File: src/rtl/shift_reg_pkg.sv
// Shared types and helpers for the parallel-in/serial-out shift register.
// Holds the FSM state encoding, the beat-count helper and bit-order constants.
package shift_reg_pkg;

    typedef enum logic {
        IDLE  = 1'b0,
        SHIFT = 1'b1
    } state_t;

    localparam bit ORD_MSB_FIRST = 1'b1;
    localparam bit ORD_LSB_FIRST = 1'b0;

    function automatic int beats(input int width, input int lane);
        return width / lane;
    endfunction

endpackage

File: src/rtl/piso_shift_reg.sv
// Parallel-in/serial-out shift register: WIDTH-bit word out LANE bits per beat.
// Optional SHIFT_REG_ROTATE_EN: refill vacated lanes with the emitted lane.
module piso_shift_reg
    import shift_reg_pkg::*;
#(
    parameter int WIDTH     = 10,
    parameter int LANE      = 1,
    parameter bit MSB_FIRST = ORD_MSB_FIRST
) (
    input  logic             clk,
    input  logic             rst,
    input  logic [WIDTH-1:0] load_data,
    input  logic             load_valid,
    output logic             load_ready,
    input  logic [LANE-1:0]  sin,
    input  logic             shift_en,
    output logic [LANE-1:0]  sout,
    output logic             sout_valid,
    output logic [WIDTH-1:0] par_out,
    output logic             busy,
    output logic             done
);

    localparam int BEATS = beats(WIDTH, LANE);
    localparam int CW    = $clog2(BEATS + 1);

    if ((LANE < 1) || (WIDTH % LANE != 0) || (WIDTH < 2 * LANE)) begin : g_bad_params
        $error("piso_shift_reg: WIDTH must be a multiple of LANE and >= 2*LANE");
    end

    state_t           state;
    logic [WIDTH-1:0] shreg;
    logic [CW-1:0]    cnt;
    logic [LANE-1:0]  fill;
    logic [WIDTH-1:0] shifted;
    logic             last;
    logic             take;

    if (MSB_FIRST) begin : g_msb
        assign sout    = shreg[WIDTH-1 -: LANE];
        assign shifted = {shreg[WIDTH-LANE-1:0], fill};
    end else begin : g_lsb
        assign sout    = shreg[LANE-1:0];
        assign shifted = {fill, shreg[WIDTH-1:LANE]};
    end

`ifdef SHIFT_REG_ROTATE_EN
    logic unused_sin;
    assign unused_sin = ^sin;
    assign fill       = sout;
`else
    assign fill = sin;
`endif

    // Last beat leaving this cycle frees the register for a gapless reload
    assign last       = (state == SHIFT) && (cnt == CW'(1)) && shift_en;
    assign load_ready = (state == IDLE) || last;
    assign take       = load_valid && load_ready;

    assign sout_valid = (state == SHIFT);
    assign busy       = (state == SHIFT);
    assign par_out    = shreg;

    always_ff @(posedge clk) begin
        if (rst) begin
            state <= IDLE;
            shreg <= '0;
            cnt   <= '0;
            done  <= 1'b0;
        end else begin
            done <= last;
            if (take) begin
                shreg <= load_data;
                cnt   <= CW'(BEATS);
                state <= SHIFT;
            end else if ((state == SHIFT) && shift_en) begin
                shreg <= shifted;
                cnt   <= cnt - 1'b1;
                if (cnt == CW'(1)) begin
                    state <= IDLE;
                end
            end
        end
    end

endmodule

File: config.mk
export PLATFORM = sky130hd
export DESIGN_NAME = piso_shift_reg
export DESIGN_NICKNAME = d
export VERILOG_FILES = /design/src/rtl/shift_reg_pkg.sv /design/src/rtl/piso_shift_reg.sv
export SDC_FILE = /design/constraint.sdc
export NUM_CORES = 1
export LEC_CHECK = 0
export BUFFER_PORTS_ARGS = -buffer_cell sky130_fd_sc_hd__buf_2
export CORE_MARGIN = 2
export CORE_UTILIZATION = 51
export CTS_BUF_LIST = sky130_fd_sc_hd__clkbuf_4
export DETAILED_ROUTE_END_ITERATION = 12
export PLACE_DENSITY = 0.82
export SYNTH_ARGS = -nofsm -noshare
export SYNTH_HDL_FRONTEND = slang
export SYNTH_SLANG_ARGS = --single-unit
File: constraint.sdc
create_clock -name clk -period 1.7 [get_ports clk]
set_input_delay 0.34 -clock clk [delete_from_list [all_inputs] [get_ports clk]]
set_output_delay 0.34 -clock clk [all_outputs]
set_load 0.05 [all_outputs]
[After elaboration in Yosys (flattened, before gate mapping)]
Cells that the tools add are included.
Word-level totals
  register bits: 16
  input port bits: 15
Cells by class
  add/sub/neg operators: 1
  bitwise operators: 1
  eq/ne operators: 1
  multiplexer cells: 7
  reduce and logical (&&, ||, !) cells: 9
Operators by type and width (count)
  10-bit two-way mux: 2
  4-bit two-way mux: 2
  4-bit by 1-bit == test with 1-bit output (second input constant): 1
  1-bit logical AND: 4
  2-bit nonzero test: 2
  4-bit by 1-bit subtractor with 4-bit output (second input constant): 1
  1-bit two-way mux: 3
  2-bit AND reduction: 1
  2-bit OR reduction: 1
  1-bit logical OR: 1
  1-bit inverter: 1

[Longest topological paths before layout]
  depth after elaboration: 7
  gate-level depth with buffers: 6

[Worst setup path after synthesis]
No wires, ideal clock.
  path kind: register -> output
  start point: register state, in the netlist busy
  end point: output load_ready
  arrival time: 1.525 ns
  stages on the path, launching flop included: 4
  buffers on the path: 2
  data required time: 1.360 ns
  path slack: -0.165 ns
  path through: dfxtp_1 > buf_2 > clkbuf_1 > nand2_1
On the way
  longest elaborated chain between the ends: 3
  elaborated cells on any way between the ends: 4
  classes of those cells: bitwise (1); reduce/logical (3)
RTL lines
  from (decl): RTL line piso_shift_reg.sv:31  | state_t state;
  from (signal assigned): RTL line piso_shift_reg.sv:66  | state <= IDLE;
  from (signal assigned): RTL line piso_shift_reg.sv:75  | state <= SHIFT;
  from (signal assigned): RTL line piso_shift_reg.sv:80  | state <= IDLE;
  1-bit logical AND (2 in series): RTL line piso_shift_reg.sv:56  | assign last = (state == SHIFT) && (cnt == CW'(1)) && shift_en;
  1-bit logical OR (*): RTL line piso_shift_reg.sv:57  | assign load_ready = (state == IDLE) || last;
  to (decl): RTL line piso_shift_reg.sv:14  | output logic load_ready,
Every way passes the cells marked *; elsewhere a longest branch is shown, timed or not.

[Final worst setup path]
  start point: register cnt[1]
  end point: output load_ready
On the way
  longest elaborated chain between the ends: 4
RTL lines
  from (decl): RTL line piso_shift_reg.sv:33  | logic [CW-1:0] cnt;
  from (signal assigned): RTL line piso_shift_reg.sv:74  | cnt <= CW'(BEATS);
  from (signal assigned): RTL line piso_shift_reg.sv:78  | cnt <= cnt - 1'b1;
  4-bit by 1-bit == test with 1-bit output: RTL line piso_shift_reg.sv:56
  1-bit logical AND (2 in series): RTL line piso_shift_reg.sv:56
  1-bit logical OR: RTL line piso_shift_reg.sv:57
No other way between the ends.

==> flow_metrics.env <==
export IMPL_power_share_clock_pct=21.2
export IMPL_ys_ff_latch=16
export IMPL_dieArea_sq_mm=0.00213
export IMPL_routabilityCongestion=0.680
export IMPL_synth_top_family_by_area="compound AO/OA/AOI/OAI gates"
export IMPL_nets=136
export IMPL_combPwrFrac_pct=31.2
export IMPL_syn_nets=108
export IMPL_path_clk_slew_ps=90
export IMPL_numCtsBuffers=3
export IMPL_post_route_period_util_pct=96.9
export IMPL_initial_utilization_pct=53.2
export IMPL_utilization_pct=64.9
export IMPL_via_per_inst=5.46
export IMPL_setup_violations=0
export IMPL_yosysWarnings=0
export IMPL_antennaDiodeCount=0
export IMPL_switchingPower_uw=326
export IMPL_dp_cells=138
export IMPL_grt_pass1_wl_microns=3070
export IMPL_reg2reg_slack_ps=130
export IMPL_syn_instance_count=91
export IMPL_ant_nets=0
export IMPL_clk_root_buffer_cell="clkbuf_4"
export IMPL_post_drt_wl_per_cell_microns=13.8
export IMPL_place_area_sq_mm=0.00105
export IMPL_synth_async_reset_ratio_pct=0
export IMPL_synth_cell_type_count=29
export IMPL_ios=30
export IMPL_yosysSeqAreaShare_pct=35.3
export IMPL_synthXorXnorAreaFrac_pct=1.93
export IMPL_vias=775
export IMPL_rows=15
export IMPL_period_needed_ps=1650
export IMPL_holdCritPathClass="input port to flip-flop"
export IMPL_fp_dieW_microns=46.2
export IMPL_drt_iter0_drc=13
export IMPL_crit_path_end_kind="output port"
export IMPL_r2r_end="par_out[0]"
export IMPL_drt_pass1_iterations=4
export IMPL_cp_max_fo=4
export IMPL_pre_cts_ws_ps=187
export IMPL_gr_total_overflow=0
export IMPL_wl_microns=1960
export IMPL_fp_dieH_microns=46.2
export IMPL_stdcell_area_sq_mm=0.00111
export IMPL_coreArea_sq_mm=0.00171
export IMPL_powerDensity_mw_per_mm2=822
export IMPL_synth_fa_ha_area_share_pct=2.75
export IMPL_drc=0
export IMPL_worst_pin_slew_ps=396
export IMPL_worst_ir_drop_vdd_mv=0.488
export IMPL_status="complete, no violations"
export IMPL_first_global_vias=712
export IMPL_swShare_pct=35.7
export IMPL_synth_avg_cell_area_sq_um=9.98
export IMPL_fmax_mhz=607
export IMPL_arrival_ps=1310
export IMPL_holdWs_ps=406
export IMPL_slew_headroom_pct=73.2
export IMPL_setup_ws_ps=52.4
export IMPL_grt_start_max_net_pins=17
export IMPL_fillCellCount=156
export IMPL_clk_latency_ps=280
export IMPL_leakagePower_uw=0.000509
export IMPL_clockBufferDepth=2
export IMPL_crit_end="load_ready"
export IMPL_antenna_found_initial=0
export IMPL_synth_simple_area_share_pct=18.0
export IMPL_syn_cell_area_sq_um=908
export IMPL_finalHoldViolCount=0
export IMPL_max_cap_violations=0
export IMPL_r2r_cells=6
export IMPL_cts_tree="yes"
export IMPL_synthFlopType="dfxtp_1"
export IMPL_reg2reg_from="cnt[1]"
export IMPL_synth_edf_count=0
export IMPL_slew_viol_final=0
export IMPL_start_kind="flip-flop"
export IMPL_htree_levels=1
export IMPL_clock_sinks=16
export IMPL_crit_start="cnt[1]"
export IMPL_area_growth_pct=22.0
export IMPL_io_buffers=29
export IMPL_synth_mux_area_share_pct=11.0
export IMPL_worstSetupPathType="flip-flop to output port"
export IMPL_cp_required_ps=1360
export IMPL_clock_skew_ps=2.94
export IMPL_synth_compound_area_share_pct=23.7
export IMPL_pwr_share_seq_pct=47.6
export IMPL_stdcell_count=142
export IMPL_grt_total_usage_pct=20.0
export IMPL_internal_power_uw=586
export IMPL_drive_above_1_share_pct=46.2
export IMPL_dp_hpwl_microns=1360
cell usage in the layout (no fill, tap or decap), drive strengths merged, types with 2 or more instances in the layout:
master / instances
nor2: 2
nand2b: 11
mux2i: 10
ha: 2
a31oi: 2
buf: 33
clkbuf: 3
inv: 2
nand2: 3
a21oi: 11
a211oi: 10
nor3: 2
dfxtp: 16
routing by layer:
metal  vias up  global-route usage, %  part of all wire [%]
li1        375                      -                     -
met4         0                   10.3                  0.97
met2        26                   34.4                    53
met1       372                   24.8                    41
met5         -                      0                     0
met3         2                   1.18                   4.5
logic make-up (layout without fill, tap and decap cells):
family	after synthesis	after routing
AOI/OAI and AO/OA	26	26
buffers and inverters	12	38
adders and majority gates	2	2
DFF	16	16
and+or+nand+nor	23	23
xor gates and xnor gates	2	2
muxes	10	10
how the worst min path moves through the flow:
stage | slack [ps] | start | depth (start not counted) | end
5_1_grt | 460 | load_valid | 3 | busy
3_5_place_dp | 530 | cnt[1] | 2 | cnt[1]
3_3_place_gp | 490 | cnt[1] | 2 | cnt[1]
4_1_cts | 400 | sin | 3 | par_out[0]
2_1_floorplan | 480 | cnt[1] | 2 | cnt[1]
6_report | 410 | sin | 3 | par_out[0]
registers in the layout, indices dropped and copies added, names as in the netlist:
| name | count |
|---|---|
| par_out | 10 |
| done | 1 |
| busy | 1 |
| cnt | 4 |
through the flow:
step,total power (uW),setup TNS [ps]
after floorplan,660,0
after global routing,952,-8.01
after CTS,910,0
after detailed placement,717,0
after global placement,711,0
final,912,0
cells in the mapped netlist, types with 2 or more instances:
| cell | count | area, sq um |
|---|---|---|
| nor3_1 | 2 | 10.0 |
| nor2_1 | 2 | 7.51 |
| a211oi_1 | 2 | 15.0 |
| ha_1 | 2 | 25.0 |
| inv_1 | 2 | 7.51 |
| buf_4 | 3 | 22.5 |
| a21oi_1 | 11 | 55.1 |
| mux2i_1 | 10 | 100 |
| a211oi_2 | 8 | 100 |
| nand2b_1 | 11 | 68.8 |
| clkbuf_1 | 3 | 11.3 |
| dfxtp_1 | 16 | 320 |
| nand2_1 | 2 | 7.51 |
| buf_2 | 2 | 10.0 |
power groups by stage:
| stage | Clock, uW | Sequential, uW | Combinational (uW) |
|---|---|---|---|
| final | 194 | 434 | 284 |
| after global routing | 209 | 439 | 304 |
| after CTS | 197 | 432 | 281 |
| after detailed placement | 0 | 441 | 276 |
| after global placement | 0 | 439 | 272 |
| after floorplan | 0 | 511 | 149 |
critical path: stages, from the launching register on:
cell       delay (ps)
dfxtp_2           350
inv_1             130
ha_4              170
nand4bb_4         130
nand2_2           100
buf_6             150
final cells by class:
cell class              instances  area, sq um  area share (%)
multi-input cells              63          543            49.0
flip-flops and latches         16          323            29.1
repair buffers                 33          181            16.4
well taps                      25         31.3            2.82
clock buffers                   3         22.5            2.03
inverters                       2         7.51           0.677
timing repair:
action                                  4_1_cts  5_1_grt
hold buffers                                  0        0
gates resized for setup                       3        3
setup buffers                                 1        0
endpoints found under the setup margin        1        3
No activity file was read; power rests on OpenSTA's default activity.
